## config.mk

```make
export PLATFORM = sky130hd
export DESIGN_NAME = mipi_csi_rx_packet_decoder
export DESIGN_NICKNAME = d
export VERILOG_FILES = /design/src/rtl/mipi_csi_rx_packet_decoder.sv
export SDC_FILE = /design/constraint.sdc
export NUM_CORES = 1
export LEC_CHECK = 0
export ABC_CLOCK_PERIOD_IN_PS = 2700
export BUFFER_PORTS_ARGS = -buffer_cell sky130_fd_sc_hd__buf_2
export CAP_MARGIN = 20
export CORE_MARGIN = 5
export CORE_UTILIZATION = 55
export CTS_CLUSTER_DIAMETER = 30
export DETAILED_ROUTE_END_ITERATION = 10
export MAX_ROUTING_LAYER = met4
export PLACE_DENSITY = 0.79
export SKIP_LAST_GASP = 1
export SYNTH_ARGS = -nofsm -noshare
export SYNTH_HDL_FRONTEND = slang
export SYNTH_SLANG_ARGS = --single-unit
```

## constraint.sdc

```tcl
create_clock -name clk_i -period 2.7 [get_ports clk_i]
set_clock_uncertainty 0.15 [all_clocks]
set_input_delay 0.405 -clock clk_i [delete_from_list [all_inputs] [get_ports clk_i]]
set_output_delay 0.405 -clock clk_i [all_outputs]
set_load 0.01 [all_outputs]
```

## src/rtl/mipi_csi_rx_packet_decoder.sv

```systemverilog
// -----------------------------------------------------------------------------
// mipi_csi_rx_packet_decoder
//
// CSI-2 low-level packet decoder placed between the lane aligner and the RAW
// depacker. Each HS burst starts with a sync word, which is stripped. The
// decoder then parses the 32-bit packet header (DI, WC_L, WC_H, ECC) and
// forwards exactly WC payload bytes with per-byte keep and a last flag. Short
// packets are reported with a pulse, virtual channels can be filtered, and a
// drop of data_valid_i aborts the packet.
//
// Optional feature macro: MIPI_CSI_RX_ECC_CHECK_EN
//   defined   : header ECC is checked; a mismatch pulses ecc_error_o and the
//               packet is discarded (no correction).
//   undefined : the ECC byte is ignored and ecc_error_o stays 0.
//
// Parameters
//   LANES            byte lanes (1, 2 or 4); data width is 8*LANES
// Ports
//   clk_i            byte clock, rising edge
//   reset_n_i        asynchronous active-low reset
//   data_valid_i     burst valid from the aligner
//   data_i           aligned bytes, lane0 in [7:0] is the earliest byte
//   vc_mask_i        bit n accepts virtual channel n
//   output_valid_o   payload word valid
//   data_o           payload bytes, same lane order as data_i
//   keep_o           per-byte valid (partial only on the last word)
//   last_o           final payload word of the packet
//   packet_type_o    header data type DI[5:0]
//   packet_vc_o      header virtual channel DI[7:6]
//   packet_length_o  header word count / short-packet data field
//   short_valid_o    pulse for an accepted short packet
//   ecc_error_o      pulse on header ECC mismatch
// -----------------------------------------------------------------------------
module mipi_csi_rx_packet_decoder #(
  parameter int LANES = 2
) (
  input  logic                 clk_i,
  input  logic                 reset_n_i,
  input  logic                 data_valid_i,
  input  logic [8*LANES-1:0]   data_i,
  input  logic [3:0]           vc_mask_i,
  output logic                 output_valid_o,
  output logic [8*LANES-1:0]   data_o,
  output logic [LANES-1:0]     keep_o,
  output logic                 last_o,
  output logic [5:0]           packet_type_o,
  output logic [1:0]           packet_vc_o,
  output logic [15:0]          packet_length_o,
  output logic                 short_valid_o,
  output logic                 ecc_error_o
);

  localparam int          W        = 8 * LANES;
  localparam logic [1:0]  HDR_LAST = 2'(4 / LANES - 1);
  localparam logic [15:0] LANES16  = 16'(LANES);

  typedef enum logic [1:0] {
    IDLE     = 2'd0,
    HEADER   = 2'd1,
    PAYLOAD  = 2'd2,
    WAIT_END = 2'd3
  } state_e;

  // CSI-2 header ECC: each parity bit covers a fixed subset of the 24 data bits
  function automatic logic [5:0] hdr_ecc(input logic [23:0] d);
    logic [5:0] p;
    p[0] = ^(d & 24'hF12CB7);
    p[1] = ^(d & 24'hF2555B);
    p[2] = ^(d & 24'h749A6D);
    p[3] = ^(d & 24'hB8E38E);
    p[4] = ^(d & 24'hDF03F0);
    p[5] = ^(d & 24'hEFFC00);
    return p;
  endfunction

  state_e           state_q, state_d;
  logic [1:0]       hdr_cnt_q, hdr_cnt_d;
  logic [31:0]      hdr_q, hdr_d;
  logic [15:0]      rem_q, rem_d;
  logic             output_valid_q, output_valid_d;
  logic [W-1:0]     data_q, data_d;
  logic [LANES-1:0] keep_q, keep_d;
  logic             last_q, last_d;
  logic [5:0]       type_q, type_d;
  logic [1:0]       vc_q, vc_d;
  logic [15:0]      len_q, len_d;
  logic             short_q, short_d;
  logic             ecc_err_q, ecc_err_d;

  // Header bytes shift in from the top so DI ends up in [7:0] after the last word
  logic [31+W:0]    hdr_cat_s;
  logic [31:0]      hdr_new_s;
  logic             ecc_bad_s;
  logic             unused_ok_s;

  assign hdr_cat_s = {data_i, hdr_q};
  assign hdr_new_s = hdr_cat_s[31+W:W];
`ifdef MIPI_CSI_RX_ECC_CHECK_EN
  assign ecc_bad_s = (hdr_ecc(hdr_new_s[23:0]) != hdr_new_s[29:24]);
`else
  assign ecc_bad_s = 1'b0;
`endif
  assign unused_ok_s = ^{hdr_cat_s[W-1:0], hdr_new_s[31:24]};

  // Next-state and next-output logic for the decoder FSM
  always_comb begin
    state_d        = state_q;
    hdr_cnt_d      = hdr_cnt_q;
    hdr_d          = hdr_q;
    rem_d          = rem_q;
    output_valid_d = 1'b0;
    data_d         = data_q;
    keep_d         = '0;
    last_d         = 1'b0;
    type_d         = type_q;
    vc_d           = vc_q;
    len_d          = len_q;
    short_d        = 1'b0;
    ecc_err_d      = 1'b0;

    case (state_q)
      IDLE: begin
        if (data_valid_i) begin
          if (data_i == {LANES{8'hB8}}) begin
            state_d   = HEADER;
            hdr_cnt_d = 2'd0;
          end else begin
            state_d = WAIT_END;
          end
        end else begin
          state_d = IDLE;
        end
      end

      HEADER: begin
        if (!data_valid_i) begin
          state_d = IDLE;
        end else begin
          hdr_d     = hdr_new_s;
          hdr_cnt_d = hdr_cnt_q + 2'd1;
          if (hdr_cnt_q == HDR_LAST) begin
            type_d = hdr_new_s[5:0];
            vc_d   = hdr_new_s[7:6];
            len_d  = hdr_new_s[23:8];
            rem_d  = hdr_new_s[23:8];
            if (ecc_bad_s) begin
              ecc_err_d = 1'b1;
              state_d   = WAIT_END;
            end else if (hdr_new_s[5:0] <= 6'h0F) begin
              short_d = vc_mask_i[hdr_new_s[7:6]];
              state_d = WAIT_END;
            end else if (hdr_new_s[23:8] == 16'd0) begin
              state_d = WAIT_END;
            end else begin
              state_d = PAYLOAD;
            end
          end else begin
            state_d = HEADER;
          end
        end
      end

      PAYLOAD: begin
        if (!data_valid_i) begin
          state_d = IDLE;
        end else begin
          // Filtered channels still consume bytes, they just never show up
          output_valid_d = vc_mask_i[vc_q];
          data_d         = data_i;
          // rem > LANES on non-final words, so this yields all ones there
          for (int i = 0; i < LANES; i++) begin
            keep_d[i] = vc_mask_i[vc_q] & (rem_q > 16'(i));
          end
          if (rem_q <= LANES16) begin
            last_d  = vc_mask_i[vc_q];
            rem_d   = 16'd0;
            state_d = WAIT_END;
          end else begin
            rem_d   = rem_q - LANES16;
            state_d = PAYLOAD;
          end
        end
      end

      WAIT_END: begin
        if (!data_valid_i) begin
          state_d = IDLE;
        end else begin
          state_d = WAIT_END;
        end
      end

      default: begin
        state_d = IDLE;
      end
    endcase
  end

  // State and output registers with asynchronous clear
  always_ff @(posedge clk_i or negedge reset_n_i) begin
    if (!reset_n_i) begin
      state_q        <= IDLE;
      hdr_cnt_q      <= 2'd0;
      hdr_q          <= 32'd0;
      rem_q          <= 16'd0;
      output_valid_q <= 1'b0;
      data_q         <= '0;
      keep_q         <= '0;
      last_q         <= 1'b0;
      type_q         <= 6'd0;
      vc_q           <= 2'd0;
      len_q          <= 16'd0;
      short_q        <= 1'b0;
      ecc_err_q      <= 1'b0;
    end else begin
      state_q        <= state_d;
      hdr_cnt_q      <= hdr_cnt_d;
      hdr_q          <= hdr_d;
      rem_q          <= rem_d;
      output_valid_q <= output_valid_d;
      data_q         <= data_d;
      keep_q         <= keep_d;
      last_q         <= last_d;
      type_q         <= type_d;
      vc_q           <= vc_d;
      len_q          <= len_d;
      short_q        <= short_d;
      ecc_err_q      <= ecc_err_d;
    end
  end

  assign output_valid_o  = output_valid_q;
  assign data_o          = data_q;
  assign keep_o          = keep_q;
  assign last_o          = last_q;
  assign packet_type_o   = type_q;
  assign packet_vc_o     = vc_q;
  assign packet_length_o = len_q;
  assign short_valid_o   = short_q;
  assign ecc_error_o     = ecc_err_q;

endmodule

```

[After elaboration in Yosys (flattened, before gate mapping)]
Index checks and enable logic that the tools add are counted.
Storage, ports and cells
  input port bits: 23
  output and inout bits: 46
  register bits: 97
Operators by class
  equal/unequal tests: 10
  reductions and logical operators: 9
  multiplexer cells: 34
  bitwise gates (word level): 2
  $add $sub $neg: 2
  magnitude comparators: 6
Operators by type and width (number)
  16-bit 2-to-1 mux: 4
  16-bit by 1-bit greater-than comparator with 1-bit output, second input constant: 2
  16-bit case mux with 2 select lines: 1
  2-bit 2-to-1 mux: 11
  16-bit == test, second input constant: 1
  16-bit by 2-bit <= comparator with 1-bit output, second input constant: 1
  16-bit logical NOT: 1
  16-bit by 2-bit subtractor with 16-bit output, second input constant: 1
  1-bit 2-to-1 mux: 14
  2-bit != test, second input constant: 5
  2-bit case mux with 4 select lines: 1
  4-bit AND reduction: 2
  6-bit by 4-bit <= comparator with 1-bit output, second input constant: 1
  2-bit by 3-bit less-than comparator with 1-bit output, second input constant: 2
  1-bit binary-select mux with 2-bit select: 2
  2-bit by 1-bit == test with 1-bit output, second input constant: 2
  2-bit == test, second input constant: 2
  2-bit case mux with 2 select lines: 1
  2-bit AND reduction: 2
  2-bit nonzero test: 2
  3-bit AND reduction: 1
  2-bit by 1-bit adder with 2-bit output, second input constant: 1
  1-bit AND: 2
  2-bit logical NOT: 1

[Longest topological paths before layout]
Gate-level depths: netlist of the first run.
  word-level depth: 6
  gate-level depth with buffers: 7

[Worst setup path after synthesis of the first run]
Ideal clock, no wire load.
  path type: register to register
  start: register rem_q[10]
  end: register rem_q[11]
  period minus slack after synthesis: 2070 ps
  cell stages (with the launch flop): 7
  arrival time: 1773 ps
  slack: 630 ps
  path through: dfrtp_1 -> or4_4 -> nor4_4 -> a21oi_1 -> buf_2 -> o221ai_1 -> o311ai_0
Between the ends
  cells in the longest elaborated chain, start to end: 4
  elaborated cells between the ends (all ways): 5
Ends and longest elaborated chain
  from (decl): RTL line 79  | logic [15:0] rem_q, rem_d;
  from (signal assigned): RTL line 219  | rem_q <= rem_d;
  16-bit by 2-bit subtractor with 16-bit output or 16-bit by 2-bit <= comparator with 1-bit output (tied branches): RTL line 179, 174
  16-bit 2-to-1 mux *: RTL line 174  | if (rem_q <= LANES16) begin
  16-bit 2-to-1 mux *: RTL line 164  | if (!data_valid_i) begin
  16-bit case mux with 2 select lines *: RTL line 121  | case (state_q)
Every way passes the cells marked *; elsewhere a longest branch is shown, timed or not. The select of a mux whose other input is x is not followed.
A chain may end at the register's enable or synchronous reset.

[Final worst setup path of the first run]
  start: register rem_q[10]
  end: register rem_q[7]
Between the ends
  cells in the longest elaborated chain, start to end: 4
Ends and longest elaborated chain (RTL line)
  16-bit by 2-bit <= comparator with 1-bit output: 174
  16-bit 2-to-1 mux: 174
  16-bit 2-to-1 mux: 164
  16-bit case mux with 2 select lines: 121
Every way passes these cells. The select of a mux whose other input is x is not followed.

==> run summary, run 1 <==
The flow ran to the end, and the final reports show no timing, DRC or antenna violations. The count of H-tree levels built during CTS came out at 3. Among all flip-flop cells after synthesis, the most frequent one is dfrtp_1. Along the worst path, the maximum fanout reaches 9.

The congestion estimate from routability-driven global placement came to 0.902. The combined buffer and inverter count along the critical path is 1. The worst setup path is captured at a flip-flop. The hold-fix buffer count after cts is 1. During synthesis, Yosys emitted a total of 0 warnings. Internal power comes to 3.00 mW. The async set or reset register ratio after synthesis is 100%. After layout, the worst path uses 86.6% of the clock period. The count of input and output buffers is 67. In the synthesized netlist, the number of instances is 326. The XOR/XNOR share of the synthesized area is 0%. The distinct cell type count after synthesis is 53. Dividing total power by cell area gives a power density of 1080 nW/µm². Excluding fillers, the count of instances in the completed layout stands at 481. The starting DRC count in detailed routing is 333. The area inside the core boundary came out at 6350 µm². In the global route stage, overall resource usage came out at 22.7%. The final count of negative-setup-slack endpoints is 0. The die width is 90.6 µm. The complex-gate fraction of the synthesized area came out at 8.61%.

The routed via count divided by cell count is 5.99. The detailed placer's ending HPWL came out at 6340 µm. The maximum resistive drop on vdd came out at 613 µV.

For this design, the slowest cell found on the critical path is or4_4. The final antenna diode count is 0. Combinational logic is responsible for 30.6% of the overall power. The synthesized design spends more area on one cell type than any other, namely dfrtp_1.

The transition at the pin with the smallest max-transition slack is 0.772 ns. The number of global-route vias before repair was 2937. The largest incremental delay on the critical path came out at 0.55 ns. By instance count, the leading cell after synthesis is nand2_1. The starting density of the core came out at 56.3%.

The sum of overflow across all layers after global routing came out at 0. Summing every instance area after synthesis gives 3580 µm². The commonest cells after synthesis are nand2_1, dfrtp_1, mux2_2. The routed design uses 4490 µm of met2 wire.

Across the run, the number of max-cap violations was 0. The count of standard-cell rows is 29. After synthesis, the share of cell area in mux cells is 11.9%. The number of max-slew violations in the final report came out at 0.

The portion of the post-synthesis area used by sequential elements is 56.7%. The clock passes through at most 2 buffers. The pin count of the biggest net entering global routing came out at 45. The initial antenna violation count is 0.

The number of top-level pins is 69. The count of final hold-check violations is 0. The critical path in this run is classified as flip-flop to flip-flop. Setup total negative slack on the finished layout was measured at 0 ns.

At the worst endpoint, the required time is 2.79 ns. Synthesis inferred 81 register bits. Of the total power, the share spent switching nets is 34.7%. The area fraction in and, or, nand and nor cells after synthesis is 19.5%. The headroom to the max-slew limit is 48.4%. The setup fix buffers added after clock tree synthesis came out at 0.

The switching power of the nets is 1.60 mW. The total CTS buffers is 9. In this run the worst hold path is classified as input pin to flip-flop.

The highest routing layer actually used is met4. The number of nets in the synthesized netlist came out at 351. The number of placed instances, taps included, is 464. The overall die area came out at 8210 µm².

The synthesized design devotes to its leading area cell type 56.7% of total area. The number of gates given a new drive strength after cts came out at 0. The internal reg-to-reg setup slack came out at 0.36 ns. After synthesis, the largest family of logic cells by area is simple AND/OR/NAND/NOR gates.

Dividing the detail-routed wire length by the instance count gives 18.5 µm. Clock-pin slew was measured on the worst setup and hold paths at 0.08 ns. Ranked by total cell area, the synthesized netlist is headed by dfrtp_1, mux2_2, nand2_1. In the routed design, unresolved DRC markers number 0. The total iterations of the first detailed-routing run came out at 5. The clock network fraction of design power is 23.4%.

The die extent in y is 90.6 µm. Yosys mapped a number of flops with a built-in enable equal to 0. The latest clock arrival within the worst-skew pair is 0.35 ns.

The largest delay contributor family on the critical path is simple AND/OR/NAND/NOR gates. The adder and majority cell fraction of the synthesized area came out at 0.700%. The share of post-route cells with drive strength above 1 is 33.2%. At the worst endpoint, the arrival time is 2.42 ns.

The growth of design area from synthesis to finish is 19.3%. The number of clock sinks is 81. The number of antenna-violating nets in the routed design is 0. The sequential share of power is 46.0%. In the final design database the tool counted 424 nets. The sum of met3 wire segment lengths after detailed routing is 619 µm. The worst path in the final design needs a cycle of 2.34 ns, including I/O delays and setup. Traced cell by cell, the critical path runs through or4_4 > nor4_4 > a21oi_1 > buf_4 > o221ai_1 > nand2_1. CTS placed an instance of clkbuf_8 at the clock tree root. The overall via count from detail_route is 2880. For this design the static power due to leakage is 2.10 nW. The mean area per synthesized cell came out at 11.0 µm². Setup repair after global routing left no endpoint under its margin. The wire length on met1 is 3640 µm. The highest attainable clock frequency is 428 MHz. The wire length of the first global-routing pass came out at 14600 µm. The startpoint class of the critical path is a flip-flop. The total wire length after detailed routing is 8920 µm. TritonCTS built the clock tree.
==> kinds of logic (layout without fill, tap and decap cells) <==
kind of cell | Yosys count | count (layout)
adder cells (fa/ha/maj) | 2 | 2
buffers and inverters | 21 | 99
other | 1 | 1
flip-flops | 81 | 81
multiplexers | 36 | 36
AND/OR/NAND/NOR | 140 | 140
AO/OA/AOI/OAI | 45 | 45
==> per-layer routing <==
metal  vias up  global-route usage, %
met2       160                   35.6
met4         0                   8.93
met3        19                   3.08
met5         -                      -
li1       1300                      -
met1      1401                   30.2
==> registers in the layout (all words and copies together), names as in the netlist <==
name             cells
data_o              16
hdr_cnt_q            2
hdr_q               16
keep_o               2
last_o               1
output_valid_o       1
packet_length_o     16
packet_type_o        6
packet_vc_o          2
rem_q               16
short_valid_o        1
state_q              2
==> cells in the final DEF, fill, tap and decap left out, drive strengths merged, types with 3 or more instances in the layout <==
cell type,Yosys,final
a21oi,8,8
nor3b,4,4
inv,6,7
nand3,8,8
or3,3,3
nand2,86,86
dfrtp,81,81
a21boi,3,3
clkbuf,12,12
o221ai,4,4
o21ai,11,11
mux2,33,33
bufinv,0,3
o211ai,3,3
or4,4,4
nor2,6,6
nor4,6,6
nor3,7,7
buf,3,76
==> power groups by stage <==
stage | clock network [mW] | logic [mW] | registers (mW)
after floorplan | 0 | 0.777 | 2.15
after global placement | 0 | 1.35 | 2.09
after detailed placement | 0 | 1.41 | 2.12
after CTS | 1.09 | 1.42 | 2.11
after global routing | 1.14 | 1.55 | 2.18
final | 1.08 | 1.41 | 2.11
==> worst paths after layout <==
check / startpoint / endpoint / cells past startpoint
worst max-delay path: rem_q[10] / rem_q[7] / 6
max in group asynchronous: reset_n_i / rem_q[4] / 3
worst max register to register: rem_q[10] / rem_q[7] / 6
worst min-delay path: data_i[10] / data_o[10] / 2
min in group asynchronous: reset_n_i / packet_vc_o[0] / 2
worst min register to register: hdr_q[19] / packet_type_o[3] / 2
==> cell type report <==
| class | count | area, µm² |
|---|---|---|
| well taps | 77 | 96.3 |
| clock buffers | 12 | 145 |
| fillers | 483 | 2080 |
| multi-input cells | 224 | 1460 |
| flip-flops and latches | 81 | 2030 |
| clock inverters | 4 | 98.8 |
| inverters | 6 | 22.5 |
| repair buffers | 77 | 415 |
==> stage by stage <==
step	setup slack, ns	area (µm²)	hold slack (ns)	total power [mW]	utilization, %
floorplan	0.630	3580	-0.0406	2.93	-
global placement	0.509	4010	0.276	3.44	63.2
detailed placement	0.419	4010	0.282	3.53	63.2
CTS	0.397	4270	0.155	4.61	67.2
global route	0.249	4270	0.165	4.87	67.2
finish	0.361	4270	0.163	4.60	67.2
No activity file was read; power rests on OpenSTA's default activity.
==> run 2, diff against run 1 <==
- BUFFER_PORTS_ARGS: -buffer_cell sky130_fd_sc_hd__buf_2 -> not set
- DONT_BUFFER_PORTS: not set -> 1
- PLACE_DENSITY: 0.79 -> 0.7
==> run summary, run 2 (synthesis gave the netlist of run 1 again) <==
Run status: finished, final reports clean (unchanged). The die extent in y is 90.6 µm (unchanged). The latest clock arrival within the worst-skew pair is 0.35 ns (about the same).

The total CTS buffers came to 9 (unchanged). The final period demand of the worst path came out at 2.29 ns (was 2.34 ns). The area of the multi-input gates is 1460 µm² (unchanged). The area inside the core boundary is 6350 µm² (unchanged). The path category of the worst min-delay check is input pin to flip-flop (unchanged). The clock transition time at the flip-flop clock pins of the worst setup and hold paths came out at 0.08 ns (about the same). The setup fix buffers added after clock tree synthesis is 0 (unchanged). The net total in the final layout was 358 (was 424). Setup repair after global routing missed its margin: no (unchanged). The maximum fanout along the worst path came to 9 (unchanged). The count of H-tree levels built during CTS is 3 (unchanged). The total iterations of the first detailed-routing run came out at 5 (unchanged). The routed via count divided by cell count is 6.13 (was 5.99).

The count of standard-cell rows is 29 (unchanged). The count of input and output buffers is 0 (was 67). The number of global-route vias before repair is 2737 (was 2937).

The area used by sequential logic in the layout came out at 2030 µm² (unchanged). The post-detailed-route DRC marker count came out at 0 (unchanged). The hold-fix buffer count after cts came to 3 (was 1). The average wire per standard cell is 19.8 µm (was 18.5 µm). The highest-delay cell along the critical path is or4_4 (unchanged). Most frequent cells in the layout: nand2_1, dfrtp_1, mux2_2 (was nand2_1, dfrtp_1, buf_2). The transition at the pin with the smallest max-transition slack was 0.730 ns (was 0.772 ns). The headroom to the max-slew limit is 51.2% (was 48.4%). The overall via count from detail_route is 2542 (was 2880).

The number of max-slew violations in the final report is 0 (unchanged). The static leakage came to 1.79 nW (was 2.10 nW). The growth of design area from synthesis to finish is 8.92% (was 19.3%). The worst-case reg-to-reg path depth came out at 6 (unchanged). The startpoint class of the critical path was a flip-flop (unchanged). The number of gates given a new drive strength after cts came out at 0 (unchanged). The count of final hold-check violations is 0 (unchanged). The TritonCTS clock tree is yes (unchanged). The clock root buffer is clkbuf_8 (unchanged).

The wire length of the first global-routing pass came to 14000 µm (was 14600 µm). The overall die area is 8210 µm² (unchanged). The highest attainable clock frequency came out at 436 MHz (was 428 MHz). The worst endpoint data arrival time is 2.35 ns (was 2.42 ns).

The detailed placer's ending HPWL is 5820 µm (was 6340 µm). The internal reg-to-reg setup slack is 0.41 ns (was 0.36 ns). The number of clock sinks came out at 81 (unchanged). The final antenna diode count came out at 0 (unchanged).

CP Cell Sequence: or4_4 > nor4_4 > a21oi_1 > buf_4 > o221ai_1 > o311ai_0 (was or4_4 > nor4_4 > a21oi_1 > buf_4 > o221ai_1 > nand2_1). The final core area utilization came to 61.3% (was 67.2%). The number of antenna-violating nets in the routed design came out at 0 (unchanged). The origin of the critical flop-to-flop path is rem_q[10] (unchanged). The maximum resistive drop on vdd is 536 µV (was 613 µV).

The starting density of the core came out at 56.3% (unchanged). The share of post-route cells with drive strength above 1 is 20.1% (was 33.2%). The final period utilization came out at 84.9% (was 86.6%). The end of the worst hold path is state_q[1] (was data_o[10]). The fill cell instance count of the final layout is 528 (was 483).

The die width came out at 90.6 µm (unchanged). The category of the critical setup timing path was flip-flop to flip-flop (unchanged). The endpoint of the most critical register-to-register path is rem_q[11] (was rem_q[7]). The number of top-level pins is 69 (unchanged).

The maximum root-to-sink buffer count is 2 (unchanged). The global-route usage over all layers is 21.8% (was 22.7%). The endpoint kind of the worst setup timing path is a flip-flop (unchanged). The cell depth of the worst min-delay path was 1 (was 2). The routability-driven placement congestion ratio is 0.834 (was 0.902).

The sum of overflow across all layers after global routing was 0 (unchanged). The initial antenna violation count is 0 (unchanged). The sum of negative setup slack was 0 ns (unchanged). The number of max-capacitance violations reported is 0 (unchanged). The total wire length after detailed routing was 8200 µm (was 8920 µm).

The final count of negative-setup-slack endpoints came out at 0 (unchanged). The pin count of the biggest net entering global routing is 82 (was 45). The power per cell area was 1040 nW/µm² (was 1080 nW/µm²). The commonest non-fill, non-tap cell in the layout is nand2_1 (unchanged). The startpoint of the most critical hold path is data_valid_i (was data_i[10]). The largest incremental delay on the critical path came to 0.56 ns (was 0.55 ns). The starting DRC count in detailed routing was 268 (was 333).

The data required time at the worst endpoint is 2.76 ns (was 2.79 ns).
run 2: cell types whose count changed in the layout (fill, tap and decap cells not counted):
| cell | change |
|---|---|
| clkinvlp_4 | +1 |
| buf_2 | -66 |
| buf_16 | +1 |
| clkbuf_1 | -1 |
| clkinv_2 | +1 |
| clkinv_4 | +2 |
| buf_4 | -2 |
| dlygate4sd3_1 | +1 |
| bufinv_16 | -3 |
run 2: per-layer routing:
layer / up-vias / share of wire, % / track usage (%)
met5: - / 0 / -
met3: 15 / 7.0 / 6.67
met1: 1268 / 43 / 28.5
met4: 0 / 2.4 / 7.20
li1: 1173 / - / -
met2: 86 / 48 / 32.6
run 2: worst max-delay path: cells and delay by family (launching register included):
family | cells | cell delay (ns)
AO/OA/AOI/OAI | 3 | 0.45
buffers and inverters | 1 | 0.17
flip-flops | 1 | 0.47
AND/OR/NAND/NOR | 2 | 0.90
run 2: worst max path at each step:
stage                         start        end  cells past startpoint
after floorplan           rem_q[10]  rem_q[11]                      6
after global placement    rem_q[10]  rem_q[11]                      6
after detailed placement  rem_q[10]  rem_q[11]                      6
after CTS                 rem_q[10]  rem_q[11]                      6
after global routing      rem_q[10]  rem_q[11]                      6
final                     rem_q[10]  rem_q[11]                      6
run 2: report_power, final:
group | internal [mW] | leakage [nW] | total [mW] | switching [mW]
clock | 0.364 | 0.0899 | 0.804 | 0.439
combinational | 0.482 | 0.704 | 0.966 | 0.485
sequential | 1.70 | 1.00 | 2.28 | 0.584
run 2: cell type report:
cell class | count | share of cell area [%]
sequential | 81 | 52.0
multi-input combinational | 224 | 37.5
clock buffer | 11 | 3.63
timing repair buffer | 11 | 2.76
tap | 77 | 2.47
clock inverter | 5 | 0.996
inverter | 6 | 0.578
run 2: through the flow:
| step | cell area, µm² | instances | power [mW] | setup WS [ns] | hold slack (ns) |
|---|---|---|---|---|---|
| 2_1_floorplan | 3580 | 326 | 2.93 | 0.630 | -0.0406 |
| 3_3_place_gp | 3670 | 396 | 3.19 | 0.535 | -0.0382 |
| 3_5_place_dp | 3670 | 396 | 3.24 | 0.453 | -0.0385 |
| 4_1_cts | 3890 | 415 | 4.08 | 0.435 | 0.00973 |
| 5_1_grt | 3890 | 415 | 4.35 | 0.260 | 0.00577 |
| 6_report | 3890 | 415 | 4.05 | 0.408 | 0.0221 |
==> run 3, diff against run 2 <==
- ABC_CLOCK_PERIOD_IN_PS: 2700 -> 1900
- PLACE_DENSITY: 0.7 -> 0.73
- clock period: 2.7 -> 1.9 ns (I/O delays scaled with it)
==> run summary, run 3 (synthesis gave the netlist of run 1 again) <==
Run status: complete, but fails checks (was finished, final reports clean). The checks that failed: negative hold slack, negative setup slack. The die extent in y is 90.6 µm (unchanged). The count of final hold-check violations is 81 (was 0). The final antenna diode count was 0 (unchanged). The origin of the critical flop-to-flop path is rem_q[1] (was rem_q[10]). The number of max-slew violations in the final report came out at 0 (unchanged). The latest clock arrival within the worst-skew pair was 0.35 ns (about the same).

The count of H-tree levels built during CTS came out at 3 (unchanged). The sum of overflow across all layers after global routing is 0 (unchanged). The clock root buffer was clkbuf_8 (unchanged).

The static leakage came to 2.07 nW (was 1.79 nW). The total CTS buffers is 9 (unchanged). The worst hold slack came to -0.535 ns (was 0.0221 ns).

The count of input and output buffers is 0 (unchanged). The power per cell area came out at 1450 nW/µm² (was 1040 nW/µm²). The number of global-route vias before repair came out at 2911 (was 2737). The hold-fix buffer count after cts is 17 (was 3). The worst path setup slack after routing came out at -0.162 ns (was 0.408 ns). The total wire length after detailed routing came out at 8840 µm (was 8200 µm). The final period demand of the worst path came out at 2.06 ns (was 2.29 ns). The largest incremental delay on the critical path is 0.42 ns (was 0.56 ns).

Setup repair after global routing missed its margin: yes (was no). The maximum fanout along the worst path came to 5 (was 9). The global-route usage over all layers came out at 23.0% (was 21.8%). The overall via count from detail_route is 2738 (was 2542). The combined buffer and inverter count along the critical path came out at 2 (was 1). The net total in the final layout came to 402 (was 358).

The pin count of the biggest net entering global routing is 82 (unchanged). The highest attainable clock frequency came out at 485 MHz (was 436 MHz). The maximum resistive drop on vdd is 938 µV (was 536 µV). CP Cell Sequence: inv_1 > ha_1 > nor4b_2 > buf_4 > and2b_2 > nand2_1 > o221ai_4 > o311ai_2 (was or4_4 > nor4_4 > a21oi_1 > buf_4 > o221ai_1 > o311ai_0). The number of antenna-violating nets in the routed design was 0 (unchanged). The startpoint class of the critical path is a flip-flop (unchanged). The number of top-level pins is 69 (unchanged). The final core area utilization is 69.7% (was 61.3%).

The share of post-route cells with drive strength above 1 came out at 29.8% (was 20.1%). The starting DRC count in detailed routing is 243 (was 268). Most frequent cells in the layout: nand2_1, dfrtp_1, mux2_2, buf_4, dlygate4sd3_1 (was nand2_1, dfrtp_1, mux2_2). The post-detailed-route DRC marker count came out at 0 (unchanged). The path category of the worst min-delay check is input pin to async pin (was input pin to flip-flop). The post-detailed-placement cell area is 3860 µm² (was 3670 µm²). The die width was 90.6 µm (unchanged). The growth of design area from synthesis to finish came out at 23.8% (was 8.92%).

The final count of negative-setup-slack endpoints is 17 (was 0). The routed via count divided by cell count came out at 5.97 (was 6.13). The final period utilization came out at 109% (was 84.9%).

The maximum root-to-sink buffer count is 2 (unchanged). The detailed placer's ending HPWL is 5920 µm (was 5820 µm). The area inside the core boundary came to 6350 µm² (unchanged).

The TritonCTS clock tree is yes (unchanged). The initial antenna violation count came to 0 (unchanged). The data required time at the worst endpoint came out at 1.98 ns (was 2.76 ns).

The highest-delay cell along the critical path is dfrtp_1 (was or4_4). The average wire per standard cell came out at 19.3 µm (was 19.8 µm). The routability-driven placement congestion ratio came to 0.823 (was 0.834). The worst-case reg-to-reg path depth came to 8 (was 6). The count of standard-cell rows came out at 29 (unchanged). The endpoint of the most critical register-to-register path is rem_q[11] (unchanged). The overall die area is 8210 µm² (unchanged). The clock transition time at the flip-flop clock pins of the worst setup and hold paths was 0.08 ns (about the same).

The worst endpoint data arrival time is 2.14 ns (was 2.35 ns). The startpoint of the worst setup timing path is rem_q[1] (was rem_q[10]). The endpoint kind of the worst setup timing path was a flip-flop (unchanged). The finished layout cell area is 4430 µm² (was 3890 µm²). The largest delay contributor family on the critical path is simple AND/OR/NAND/NOR gates (unchanged). The number of max-capacitance violations reported came out at 0 (unchanged). The commonest non-fill, non-tap cell in the layout was nand2_1 (unchanged).

The total iterations of the first detailed-routing run came to 5 (unchanged). The number of clock sinks is 81 (unchanged). The category of the critical setup timing path is flip-flop to flip-flop (unchanged). The starting density of the core came to 56.3% (unchanged). The wire length of the first global-routing pass came out at 14800 µm (was 14000 µm).

The internal reg-to-reg setup slack is -0.16 ns (was 0.41 ns).
run 3: area by class of cell:
cell class              instances  area, µm²
clock buffers                  12        155
clock inverters                 4       73.8
fillers                       444       1920
inverters                       6       22.5
multi-input cells             224       1570
flip-flops and latches         81       2030
well taps                      77       96.3
repair buffers                 55        483
run 3: timing repair:
item,in CTS,in global routing
gates resized for setup,15,18
endpoints found under the setup margin,16,19
pin swaps,9,14
endpoints found under the hold margin,128,81
buffers inserted,2,4
run 3: per-stage QoR:
stage	power (mW)	cells	TNS, ns	setup slack, ns
after CTS	6.35	456	-1.81	-0.157
final	6.42	459	-1.19	-0.162
after global placement	4.74	422	-0.649	-0.118
after floorplan	4.16	326	-0.500	-0.153
after global routing	6.80	459	-2.90	-0.272
after detailed placement	4.81	422	-1.28	-0.190
run 3: power by group:
group	switching (mW)	leakage [nW]	internal, mW
registers	0.744	1.00	2.39
logic	0.854	0.951	0.987
clock network	0.623	0.117	0.816
total	2.22	2.07	4.19
run 3: per-layer routing:
metal	track usage, %	vias up	wire (µm)
li1	-	1259	-
met1	29.1	1347	3650
met2	36.0	118	4380
met3	4.75	14	642
met4	9.93	0	165
met5	-	-	0
run 3: worst max path at each step:
stage | end | slack, ns | depth (start not counted)
after floorplan | rem_q[12] | -0.15 | 5
after global placement | rem_q[12] | -0.12 | 5
after detailed placement | rem_q[11] | -0.19 | 6
after CTS | rem_q[10] | -0.16 | 6
after global routing | rem_q[11] | -0.27 | 8
final | rem_q[11] | -0.16 | 8
